===== src/rtl/dram_write_burst_gather_if.sv =====
// AXI write-path channel bundle (AW, W, B) shared by the upstream and downstream sides
// of the write burst gather stage.
interface dram_write_burst_gather_if #(
  parameter int unsigned BW_ADDR    = 32,
  parameter int unsigned BW_DATA    = 128,
  parameter int unsigned BW_AXI_TID = 16
);
  localparam int unsigned BW_STRB = BW_DATA / 8;

  logic [BW_AXI_TID-1:0] awid;
  logic [BW_ADDR-1:0]    awaddr;
  logic [7:0]            awlen;
  logic [2:0]            awsize;
  logic [1:0]            awburst;
  logic                  awvalid;
  logic                  awready;

  logic [BW_AXI_TID-1:0] wid;
  logic [BW_DATA-1:0]    wdata;
  logic [BW_STRB-1:0]    wstrb;
  logic                  wlast;
  logic                  wvalid;
  logic                  wready;

  logic [BW_AXI_TID-1:0] bid;
  logic [1:0]            bresp;
  logic                  bvalid;
  logic                  bready;

  modport master (
    output awid, awaddr, awlen, awsize, awburst, awvalid,
    input  awready,
    output wid, wdata, wstrb, wlast, wvalid,
    input  wready,
    input  bid, bresp, bvalid,
    output bready
  );

  modport slave (
    input  awid, awaddr, awlen, awsize, awburst, awvalid,
    output awready,
    input  wid, wdata, wstrb, wlast, wvalid,
    output wready,
    output bid, bresp, bvalid,
    input  bready
  );
endinterface


===== src/rtl/dram_write_burst_gather.sv =====
// Store-and-forward write stage: buffers a whole AXI write burst, then issues AW and an
// unbroken W stream to the DRAM side and relays the B response upstream.
module dram_write_burst_gather #(
  parameter int unsigned BW_ADDR    = 32,
  parameter int unsigned BW_DATA    = 128,
  parameter int unsigned BW_AXI_TID = 16,
  parameter int unsigned MAX_BURST  = 16
) (
  input  logic                       clk,
  input  logic                       rst,
  dram_write_burst_gather_if.slave   sx,
  dram_write_burst_gather_if.master  mx
);
  localparam int unsigned BW_STRB = BW_DATA / 8;
  localparam int unsigned BW_MEM  = BW_DATA + BW_STRB;
  localparam int unsigned BW_CNT  = $clog2(256) + 1;
  localparam int unsigned BW_PTR  = (MAX_BURST > 1) ? $clog2(MAX_BURST) : 1;

  localparam logic [2:0] IDLE     = 3'd0;
  localparam logic [2:0] COLLECT  = 3'd1;
  localparam logic [2:0] ISSUE_AW = 3'd2;
  localparam logic [2:0] DRAIN_W  = 3'd3;
  localparam logic [2:0] WAIT_B   = 3'd4;
  localparam logic [2:0] RESP     = 3'd5;

  logic [2:0]            state_q, state_d;
  logic [BW_AXI_TID-1:0] id_q, id_d;
  logic [BW_ADDR-1:0]    addr_q, addr_d;
  logic [7:0]            len_q, len_d;
  logic [2:0]            size_q, size_d;
  logic [1:0]            burst_q, burst_d;
  logic [BW_CNT-1:0]     cnt_q, cnt_d;
  logic [7:0]            rptr_q, rptr_d;
  logic                  err_q, err_d;
  logic                  drop_q, drop_d;
  logic [1:0]            bresp_q, bresp_d;
  logic                  mem_we;
  logic                  last_beat;

  logic sxawready_q, sxwready_q, mxawvalid_q, mxwvalid_q, mxbready_q, sxbvalid_q;
  logic [BW_DATA-1:0] wdata_q;
  logic [BW_STRB-1:0] wstrb_q;
  logic               wlast_q;

  logic [BW_MEM-1:0] mem_q [MAX_BURST];

  // Next-state and datapath decode
  always_comb begin
    state_d   = state_q;
    id_d      = id_q;
    addr_d    = addr_q;
    len_d     = len_q;
    size_d    = size_q;
    burst_d   = burst_q;
    cnt_d     = cnt_q;
    rptr_d    = rptr_q;
    err_d     = err_q;
    drop_d    = drop_q;
    bresp_d   = bresp_q;
    mem_we    = 1'b0;
    last_beat = (cnt_q == BW_CNT'(len_q));
    case (state_q)
      IDLE: begin
        if (sx.awvalid) begin
          id_d    = sx.awid;
          addr_d  = sx.awaddr;
          len_d   = sx.awlen;
          size_d  = sx.awsize;
          burst_d = sx.awburst;
          cnt_d   = '0;
          rptr_d  = '0;
          err_d   = 1'b0;
          drop_d  = (sx.awlen > 8'(MAX_BURST - 1));
          state_d = COLLECT;
        end
      end
      COLLECT: begin
        if (sx.wvalid) begin
          mem_we = !drop_q;
          cnt_d  = cnt_q + BW_CNT'(1);
          if (sx.wlast != last_beat) err_d = 1'b1;
          // Collection always consumes exactly len+1 beats, regardless of wlast
          if (last_beat) begin
            if (drop_q) begin
              bresp_d = 2'b10;
              state_d = RESP;
            end else begin
              state_d = ISSUE_AW;
            end
          end
        end
      end
      ISSUE_AW: begin
        if (mx.awready) begin
          rptr_d  = '0;
          state_d = DRAIN_W;
        end
      end
      DRAIN_W: begin
        if (mx.wready) begin
          if (rptr_q == len_q) state_d = WAIT_B;
          else                 rptr_d  = rptr_q + 8'd1;
        end
      end
      WAIT_B: begin
        if (mx.bvalid) begin
          bresp_d = err_q ? 2'b10 : mx.bresp;
          state_d = RESP;
        end
      end
      RESP: begin
        if (sx.bready) state_d = IDLE;
      end
      default: state_d = IDLE;
    endcase
  end

  // State, control flags and registered handshake outputs
  always_ff @(posedge clk) begin
    if (rst) begin
      state_q     <= IDLE;
      id_q        <= '0;
      addr_q      <= '0;
      len_q       <= '0;
      size_q      <= '0;
      burst_q     <= '0;
      cnt_q       <= '0;
      rptr_q      <= '0;
      err_q       <= 1'b0;
      drop_q      <= 1'b0;
      bresp_q     <= '0;
      sxawready_q <= 1'b1;
      sxwready_q  <= 1'b0;
      mxawvalid_q <= 1'b0;
      mxwvalid_q  <= 1'b0;
      mxbready_q  <= 1'b0;
      sxbvalid_q  <= 1'b0;
      wdata_q     <= '0;
      wstrb_q     <= '0;
      wlast_q     <= 1'b0;
    end else begin
      state_q     <= state_d;
      id_q        <= id_d;
      addr_q      <= addr_d;
      len_q       <= len_d;
      size_q      <= size_d;
      burst_q     <= burst_d;
      cnt_q       <= cnt_d;
      rptr_q      <= rptr_d;
      err_q       <= err_d;
      drop_q      <= drop_d;
      bresp_q     <= bresp_d;
      sxawready_q <= (state_d == IDLE);
      sxwready_q  <= (state_d == COLLECT);
      mxawvalid_q <= (state_d == ISSUE_AW);
      mxwvalid_q  <= (state_d == DRAIN_W);
      mxbready_q  <= (state_d == WAIT_B);
      sxbvalid_q  <= (state_d == RESP);
      // Prefetch the beat addressed by the next read pointer so W payload is a flop output
      {wstrb_q, wdata_q} <= mem_q[rptr_d[BW_PTR-1:0]];
      wlast_q     <= (rptr_d == len_d);
    end
  end

  // Beat buffer, not reset
  always_ff @(posedge clk) begin
    if (mem_we) mem_q[cnt_q[BW_PTR-1:0]] <= {sx.wstrb, sx.wdata};
  end

  assign sx.awready = sxawready_q;
  assign sx.wready  = sxwready_q;
  assign sx.bvalid  = sxbvalid_q;
  assign sx.bid     = id_q;
  assign sx.bresp   = bresp_q;

  assign mx.awvalid = mxawvalid_q;
  assign mx.awid    = id_q;
  assign mx.awaddr  = addr_q;
  assign mx.awlen   = len_q;
  assign mx.awsize  = size_q;
  assign mx.awburst = burst_q;
  assign mx.wvalid  = mxwvalid_q;
  assign mx.wid     = id_q;
  assign mx.wdata   = wdata_q;
  assign mx.wstrb   = wstrb_q;
  assign mx.wlast   = wlast_q;
  assign mx.bready  = mxbready_q;

  // Upstream W id and downstream B id are intentionally ignored
  logic unused_ids;
  assign unused_ids = ^{sx.wid, mx.bid};
endmodule


===== src/flat_wrapper.sv =====
// flat-port wrapper written by rule: the top's interface ports become plain ports
module dram_write_burst_gather_flat 
#(
  parameter int unsigned BW_ADDR    = 32,
  parameter int unsigned BW_DATA    = 128,
  parameter int unsigned BW_AXI_TID = 16,
  parameter int unsigned MAX_BURST  = 16
)
  (clk, rst, sx_awid, sx_awaddr, sx_awlen, sx_awsize, sx_awburst, sx_awvalid, sx_awready, sx_wid, sx_wdata, sx_wstrb, sx_wlast, sx_wvalid, sx_wready, sx_bid, sx_bresp, sx_bvalid, sx_bready, mx_awid, mx_awaddr, mx_awlen, mx_awsize, mx_awburst, mx_awvalid, mx_awready, mx_wid, mx_wdata, mx_wstrb, mx_wlast, mx_wvalid, mx_wready, mx_bid, mx_bresp, mx_bvalid, mx_bready);
  dram_write_burst_gather_if #(.BW_ADDR(BW_ADDR), .BW_DATA(BW_DATA), .BW_AXI_TID(BW_AXI_TID)) sx_i ();
  dram_write_burst_gather_if #(.BW_ADDR(BW_ADDR), .BW_DATA(BW_DATA), .BW_AXI_TID(BW_AXI_TID)) mx_i ();
  input  logic clk;
  input  logic rst;
  input wire logic [$bits(sx_i.awid)-1:0] sx_awid;
  input wire logic [$bits(sx_i.awaddr)-1:0] sx_awaddr;
  input wire logic [$bits(sx_i.awlen)-1:0] sx_awlen;
  input wire logic [$bits(sx_i.awsize)-1:0] sx_awsize;
  input wire logic [$bits(sx_i.awburst)-1:0] sx_awburst;
  input wire logic [$bits(sx_i.awvalid)-1:0] sx_awvalid;
  output wire logic [$bits(sx_i.awready)-1:0] sx_awready;
  input wire logic [$bits(sx_i.wid)-1:0] sx_wid;
  input wire logic [$bits(sx_i.wdata)-1:0] sx_wdata;
  input wire logic [$bits(sx_i.wstrb)-1:0] sx_wstrb;
  input wire logic [$bits(sx_i.wlast)-1:0] sx_wlast;
  input wire logic [$bits(sx_i.wvalid)-1:0] sx_wvalid;
  output wire logic [$bits(sx_i.wready)-1:0] sx_wready;
  output wire logic [$bits(sx_i.bid)-1:0] sx_bid;
  output wire logic [$bits(sx_i.bresp)-1:0] sx_bresp;
  output wire logic [$bits(sx_i.bvalid)-1:0] sx_bvalid;
  input wire logic [$bits(sx_i.bready)-1:0] sx_bready;
  output wire logic [$bits(mx_i.awid)-1:0] mx_awid;
  output wire logic [$bits(mx_i.awaddr)-1:0] mx_awaddr;
  output wire logic [$bits(mx_i.awlen)-1:0] mx_awlen;
  output wire logic [$bits(mx_i.awsize)-1:0] mx_awsize;
  output wire logic [$bits(mx_i.awburst)-1:0] mx_awburst;
  output wire logic [$bits(mx_i.awvalid)-1:0] mx_awvalid;
  input wire logic [$bits(mx_i.awready)-1:0] mx_awready;
  output wire logic [$bits(mx_i.wid)-1:0] mx_wid;
  output wire logic [$bits(mx_i.wdata)-1:0] mx_wdata;
  output wire logic [$bits(mx_i.wstrb)-1:0] mx_wstrb;
  output wire logic [$bits(mx_i.wlast)-1:0] mx_wlast;
  output wire logic [$bits(mx_i.wvalid)-1:0] mx_wvalid;
  input wire logic [$bits(mx_i.wready)-1:0] mx_wready;
  input wire logic [$bits(mx_i.bid)-1:0] mx_bid;
  input wire logic [$bits(mx_i.bresp)-1:0] mx_bresp;
  input wire logic [$bits(mx_i.bvalid)-1:0] mx_bvalid;
  output wire logic [$bits(mx_i.bready)-1:0] mx_bready;
  assign sx_i.awid = sx_awid;
  assign sx_i.awaddr = sx_awaddr;
  assign sx_i.awlen = sx_awlen;
  assign sx_i.awsize = sx_awsize;
  assign sx_i.awburst = sx_awburst;
  assign sx_i.awvalid = sx_awvalid;
  assign sx_awready = sx_i.awready;
  assign sx_i.wid = sx_wid;
  assign sx_i.wdata = sx_wdata;
  assign sx_i.wstrb = sx_wstrb;
  assign sx_i.wlast = sx_wlast;
  assign sx_i.wvalid = sx_wvalid;
  assign sx_wready = sx_i.wready;
  assign sx_bid = sx_i.bid;
  assign sx_bresp = sx_i.bresp;
  assign sx_bvalid = sx_i.bvalid;
  assign sx_i.bready = sx_bready;
  assign mx_awid = mx_i.awid;
  assign mx_awaddr = mx_i.awaddr;
  assign mx_awlen = mx_i.awlen;
  assign mx_awsize = mx_i.awsize;
  assign mx_awburst = mx_i.awburst;
  assign mx_awvalid = mx_i.awvalid;
  assign mx_i.awready = mx_awready;
  assign mx_wid = mx_i.wid;
  assign mx_wdata = mx_i.wdata;
  assign mx_wstrb = mx_i.wstrb;
  assign mx_wlast = mx_i.wlast;
  assign mx_wvalid = mx_i.wvalid;
  assign mx_i.wready = mx_wready;
  assign mx_i.bid = mx_bid;
  assign mx_i.bresp = mx_bresp;
  assign mx_i.bvalid = mx_bvalid;
  assign mx_bready = mx_i.bready;
  dram_write_burst_gather #(.BW_ADDR(BW_ADDR), .BW_DATA(BW_DATA), .BW_AXI_TID(BW_AXI_TID), .MAX_BURST(MAX_BURST)) u_core (.clk(clk), .rst(rst), .sx(sx_i), .mx(mx_i));
endmodule

===== config.mk =====
export PLATFORM = sky130hd
export DESIGN_NAME = dram_write_burst_gather_flat
export DESIGN_NICKNAME = d
export VERILOG_FILES = /design/src/rtl/dram_write_burst_gather_if.sv /design/src/rtl/dram_write_burst_gather.sv /design/src/flat_wrapper.sv
export SDC_FILE = /design/constraint.sdc
export NUM_CORES = 2
export LEC_CHECK = 0
export CAP_MARGIN = 25
export CORE_ASPECT_RATIO = 2
export CORE_MARGIN = 1.5
export CORE_UTILIZATION = 53
export CTS_BUF_LIST = sky130_fd_sc_hd__clkbuf_2
export DETAILED_ROUTE_END_ITERATION = 6
export GPL_TIMING_DRIVEN = 0
export PLACE_DENSITY = 0.72
export SLEW_MARGIN = 0
export SYNTH_ARGS = -nofsm -noshare
export SYNTH_HDL_FRONTEND = slang
export SYNTH_SLANG_ARGS = --single-unit

===== constraint.sdc =====
create_clock -name clk -period 16 [get_ports clk]
set_clock_uncertainty 0.2 [all_clocks]
set_input_delay 3.2 -clock clk [delete_from_list [all_inputs] [get_ports clk]]
set_output_delay 3.2 -clock clk [all_outputs]
set_load 0.1 [all_outputs]

== After elaboration in Yosys (flattened, before gate mapping) ==
Memory sizes are Yosys's and may differ from the RTL's. A register that Yosys moved wholly into a read port is not among the register bits.
Cells that the tools add are included.
Cells by class
  $add $sub $neg: 2
  $mul: 0
  divide/modulo/power cells: 0
  $lt $le $gt $ge: 1
  eq/ne operators: 20
  shift operators: 0
  multiplexer cells: 34
  bitwise logic cells: 0
  reduce and logical (&&, ||, !) cells: 9
Operator list (number)
  $mux W8: 6
  $mux W3: 9
  $pmux W8 S3: 1
  $mux W9: 2
  $pmux W3 S6: 1
  $pmux W9 S2: 1
  $eq A8 B8 Y1: 2
  $eq A3 B2 Y1 const B: 4
  $eq A3 B3 Y1 const B: 4
  $mux W2: 5
  $add A9 B1 Y9 const B: 1
  $eq A9 B8 Y1: 1
  $add A8 B1 Y8 const B: 1
  $gt A8 B4 Y1 const B: 1
  $mux W1: 7
  $eq A3 B1 Y1 const B: 2
  $logic_not A3 Y1: 2
  $ne A2 B1 Y1 const B: 3
  $ne A2 B2 Y1 const B: 3
  $reduce_and A5 Y1: 1
  $pmux W2 S2: 1
  $reduce_and A4 Y1: 1
  $reduce_bool A2 Y1: 2
  $reduce_and A3 Y1: 1
  other kinds (4): 4
Storage, ports and cells
  register bits: 92
  bits in latches: 0
  memory bits (writable): 2304
  memory bits (read-only): 0
  bits of input ports: 248
  output and inout port bits: 246
  logic and storage cells: 85
  memories: 1
Memory list
  u_core.mem_q: depth 16, bits a word 144, read ports 1, clocked after memory_dff 1, write ports 1, line dram_write_burst_gather.sv:45  | logic [BW_MEM-1:0] mem_q [MAX_BURST];

== Logic depth before layout (Yosys ltp) ==
  depth after elaboration: 5
  gate-level depth with buffers: 14
  depth with buffers taken out: 8

== Least setup slack after synthesis ==
No wires, ideal clock.
  path kind: input port to flip-flop
  from: input port sx_wvalid
  to: memory u_core.mem_q[0][0] (netlist bit) (enable)
  setup time: 0.824 ns
  arrival time: 13.372 ns
  data required time: 14.976 ns
  path slack: 1.604 ns
  stages: 4
  buffers on the path: 0
  cells stage by stage: nand3b_1 nor2_1 nand2_1 nor3_1
Between the ends
  longest elaborated chain between the ends: 4
Ends and longest elaborated chain
  start: declaration: line flat_wrapper.sv:25  | input wire logic [$bits(sx_i.wvalid)-1:0] sx_wvalid;
  $mux W1: line dram_write_burst_gather.sv:78  | if (sx.wvalid) begin
  $mux W1: line dram_write_burst_gather.sv:62  | case (state_q)
  $mux W1: line dram_write_burst_gather.sv:167  | if (mem_we) mem_q[cnt_q[BW_PTR-1:0]] <= {sx.wstrb, sx.wdata};
  $mux W1 (implied by the code): line dram_write_burst_gather.sv:167
  end: declaration: line dram_write_burst_gather.sv:45
Every way passes these cells.

== Worst setup path after layout ==
  from: register u_core.wdata_q[74] (netlist: u_core.mx.wdata[74]), read port of u_core.mem_q
  to: output port mx_wdata[74]
RTL lines
  start: declaration: line dram_write_burst_gather.sv:41  | logic [BW_DATA-1:0] wdata_q;
  end: declaration: line flat_wrapper.sv:39  | output wire logic [$bits(mx_i.wdata)-1:0] mx_wdata;
No word-level cell between the ends.

==> flow_summary.ini <==
[setup_path]
critPathMaxStageDelay_ns = 1.21
worstPathArrival_ns = 3.28
setup.worst_path.class = flop to primary output
cp_num_cells = 1
end_kind = primary output
r2r-start = u_core.rptr_q[0]$_SDFF_PP0_
r2r-end = u_core.mx.wdata[10]$_SDFF_PP0_
worstPathRequired_ns = 12.60
path_max_fanout = 1
crit_end = mx_wdata[74]
path_buf_inv = 1
crit_path_top_delay_cell = clkdlybuf4s50_1
crit_path_start_kind = flop
reg2reg_slack_ns = 11.25
path_cells = clkdlybuf4s50_1
crit_start = u_core.mx.wdata[74]$_SDFF_PP0_
reg2reg_depth = 10
critical-path-top-delay-family = buffers and inverters

[routing]
drcViolationCount = 0
drt_iter0_markers = 5698
drt_wl_total_um = 242700
routed-via-count = 57690
wl_per_cell_um = 24.51
viasPerCell = 5.828
firstDrtPassIters = 6
ant_nets = 0

[timing]
fmax_ghz = 0.1498
hold_viol_final = 0
rsz0062_at_grt = no
tightest_slew_ns = 1.079
finalCriticalPeriod_ns = 6.677
setup_viol = 0
slew_headroom_pct = 27.81
slew_viol_final = 0
fin_crit_sh_pct = 41.73
fin_setup_tns_ns = 0
layout_setup_ws_ns = 9.323

[synthesis]
ys_warn_count = 0
synth-main-ff-cell = edfxtp_1
synth_nets = 6232
synth_seq_cells = 2540
synth_seq_area_share_pct = 75.49
synth_area_leaders = edfxtp_1, mux2i_1, dfxtp_1
netlist_area_um2 = 97910
syn_inst = 5979
synth_top_area_share_pct = 70.66
synth_area_per_cell_um2 = 16.38
synth_top_area_cell = edfxtp_1
synth_edf_count = 2304
yosysUniqueCellTypes = 70
synthArstFlopShare_pct = 0

[cells_and_area]
final_area_um2 = 113000
seq_area_um2 = 73910
area_growth_pct = 15.37
num-nets-final = 7378
n_fill_cell = 13330
multi_input_area_um2 = 21530
layout-drive-gt1-share_pct = 19.93
final_core_util_pct = 61.44

[clock_tree]
clock-sinks = 2540
post_cts_buffers = 0
htreeDepth = 6
cts.path.max_buffers = 4
cts_resized = 0
clock_latency_ns = 1.59
hold_buffers = 0
numCtsBuffers = 543
cts-root-buf = clkbuf_2
cts_tree = built
path_clk_slew_ns = 0.11

[worst_hold_path]
holdCritPathClass = flop to flop
hold_path_depth = 2

[placement]
place_ws_ns = 8.322
gp_congestion = 0.8250
detailed_place_hpwl_um = 164600
dpl_cell_area_um2 = 107800
io_buffers = 460

[floorplanning]
die_h_um = 610.9
ios = 494
die_w_um = 306.9
core_region_area_um2 = 183900
rows = 223
die-area_um2 = 187500
start_util_pct = 53.25

[grt]
grt_pass1_wl_um = 355600
grt_max_degree = 35
grtUsageTotal_pct = 25.45
grt_antenna_before_repair = 26
grt_pass1_vias = 58210
grt_overflow = 0

[flow_run]
cap_viol_max_count = 0

[pwr]
peakVddDrop_uv = 87.59
p_per_area_nw_per_um2 = 106.9
power_leakage_nw = 41.36
total_power_mw = 12.07

[status]
status = completed
-- Yosys cell counts, drive strengths merged (2+ instances only) --
cell and instances:
a31oi 287, ha 5, a32oi 18, nor3 17
a221o 139, mux2 276, edfxtp 2304, xnor2 20
nand3b 8, and3 6, nand2 763, o21ai 15
nor2b 7, buf 219, a22oi 3, mux2i 566
inv 2, clkbuf 197, nor4 4, nand3 19
and4 3, nor2 41, a41oi 2, a21oi 72
o22ai 138, o211ai 9, dfxtp 236, nor3b 3
xor2 9, nand4 5, o211a 2, and2 281
a211oi 279, a21o 2, nand2b 5
-- tightest hold or removal path, delay by kind of cell (launching register included) --
family | cells | cell delay (ns)
AO/OA/AOI/OAI | 1 | 0.05
flip-flops | 1 | 0.32
AND/OR/NAND/NOR | 1 | 0.05
-- layer usage --
layer | routed length, um | track usage [%] | share of wire (%)
met5 | 86 | 0 | 0.035
met4 | 8372 | 9.804 | 3.4
met3 | 21100 | 4.586 | 8.7
met2 | 116300 | 41.34 | 48
met1 | 96840 | 34.27 | 40
-- how the worst min path moves through the flow --
stage	start	end	slack, ns
2_1_floorplan	u_core.drop_q$_SDFFE_PP0P_	u_core.drop_q$_SDFFE_PP0P_	0.27
3_3_place_gp	u_core.sx.bresp[0]$_SDFFE_PP0P_	u_core.sx.bresp[0]$_SDFFE_PP0P_	0.24
3_5_place_dp	u_core.mx.awaddr[18]$_SDFFE_PP0P_	u_core.mx.awaddr[18]$_SDFFE_PP0P_	0.25
4_1_cts	u_core.mx.awaddr[18]$_SDFFE_PP0P_	u_core.mx.awaddr[18]$_SDFFE_PP0P_	0.26
5_1_grt	u_core.mx.awaddr[13]$_SDFFE_PP0P_	u_core.mx.awaddr[13]$_SDFFE_PP0P_	0.28
6_report	u_core.mx.awburst[0]$_SDFFE_PP0P_	u_core.mx.awburst[0]$_SDFFE_PP0P_	0.26
-- power by group --
part	switching (mW)	total [mW]	internal (mW)
Combinational	0.545	0.749	0.204
Clock	2.40	4.01	1.61
Sequential	0.0288	7.31	7.28
-- registers in the layout, summed over array words and instances (netlist names), 2 cells and up --
signal,cells
u_core.mx.awid,16
u_core.mem_q,2304
u_core.mx.awsize,3
u_core.mx.wdata,128
u_core.sx.bresp,2
u_core.mx.awlen,8
u_core.cnt_q,9
u_core.mx.awaddr,32
u_core.mx.awburst,2
u_core.mx.wstrb,16
u_core.state_q,3
u_core.rptr_q,8
-- logic make-up (layout without fill, tap and decap cells) --
logic type | after synthesis | after routing | synth area share, %
other | 0 | 12 | 0
buffers and inverters | 418 | 1965 | 2.635
muxes | 842 | 842 | 8.960
and+or+nand+nor | 1171 | 1171 | 5.449
adders and majority gates | 5 | 5 | 0.06389
AOI/OAI and AO/OA | 974 | 974 | 7.146
xor gates and xnor gates | 29 | 29 | 0.2594
DFF | 2540 | 2540 | 75.49
-- metrics by stage --
step / hold slack [ns] / cells
floorplan: 0.2670 / 5979
finish: 0.2631 / 9900
global route: 0.2806 / 9892
global placement: 0.2399 / 8801
detailed placement: 0.2494 / 8942
CTS: 0.2627 / 9888
-- cells in the final DEF, fill, tap and decap left out, drive strengths merged, types with 138 or more instances in the layout --
| cell type | n |
|---|---|
| edfxtp | 2304 |
| clkbuf | 957 |
| nand2 | 763 |
| mux2i | 566 |
| clkdlybuf4s50 | 460 |
| buf | 360 |
| a31oi | 287 |
| and2 | 281 |
| a211oi | 279 |
| mux2 | 276 |
| dfxtp | 236 |
| clkinv | 147 |
| a221o | 139 |
| o22ai | 138 |
-- area by class of cell --
type                    instances  share of cell area (%)
diodes                         12                 0.02658
clock inverters               186                   1.152
clock buffers                 760                   3.367
flip-flops and latches       2540                   65.43
repair buffers                601                   6.065
plain buffers                 416                   2.279
well taps                    2362                   2.616
inverters                       2                0.006646
multi-input cells            3021                   19.06
(Power assumes the default switching activity.)
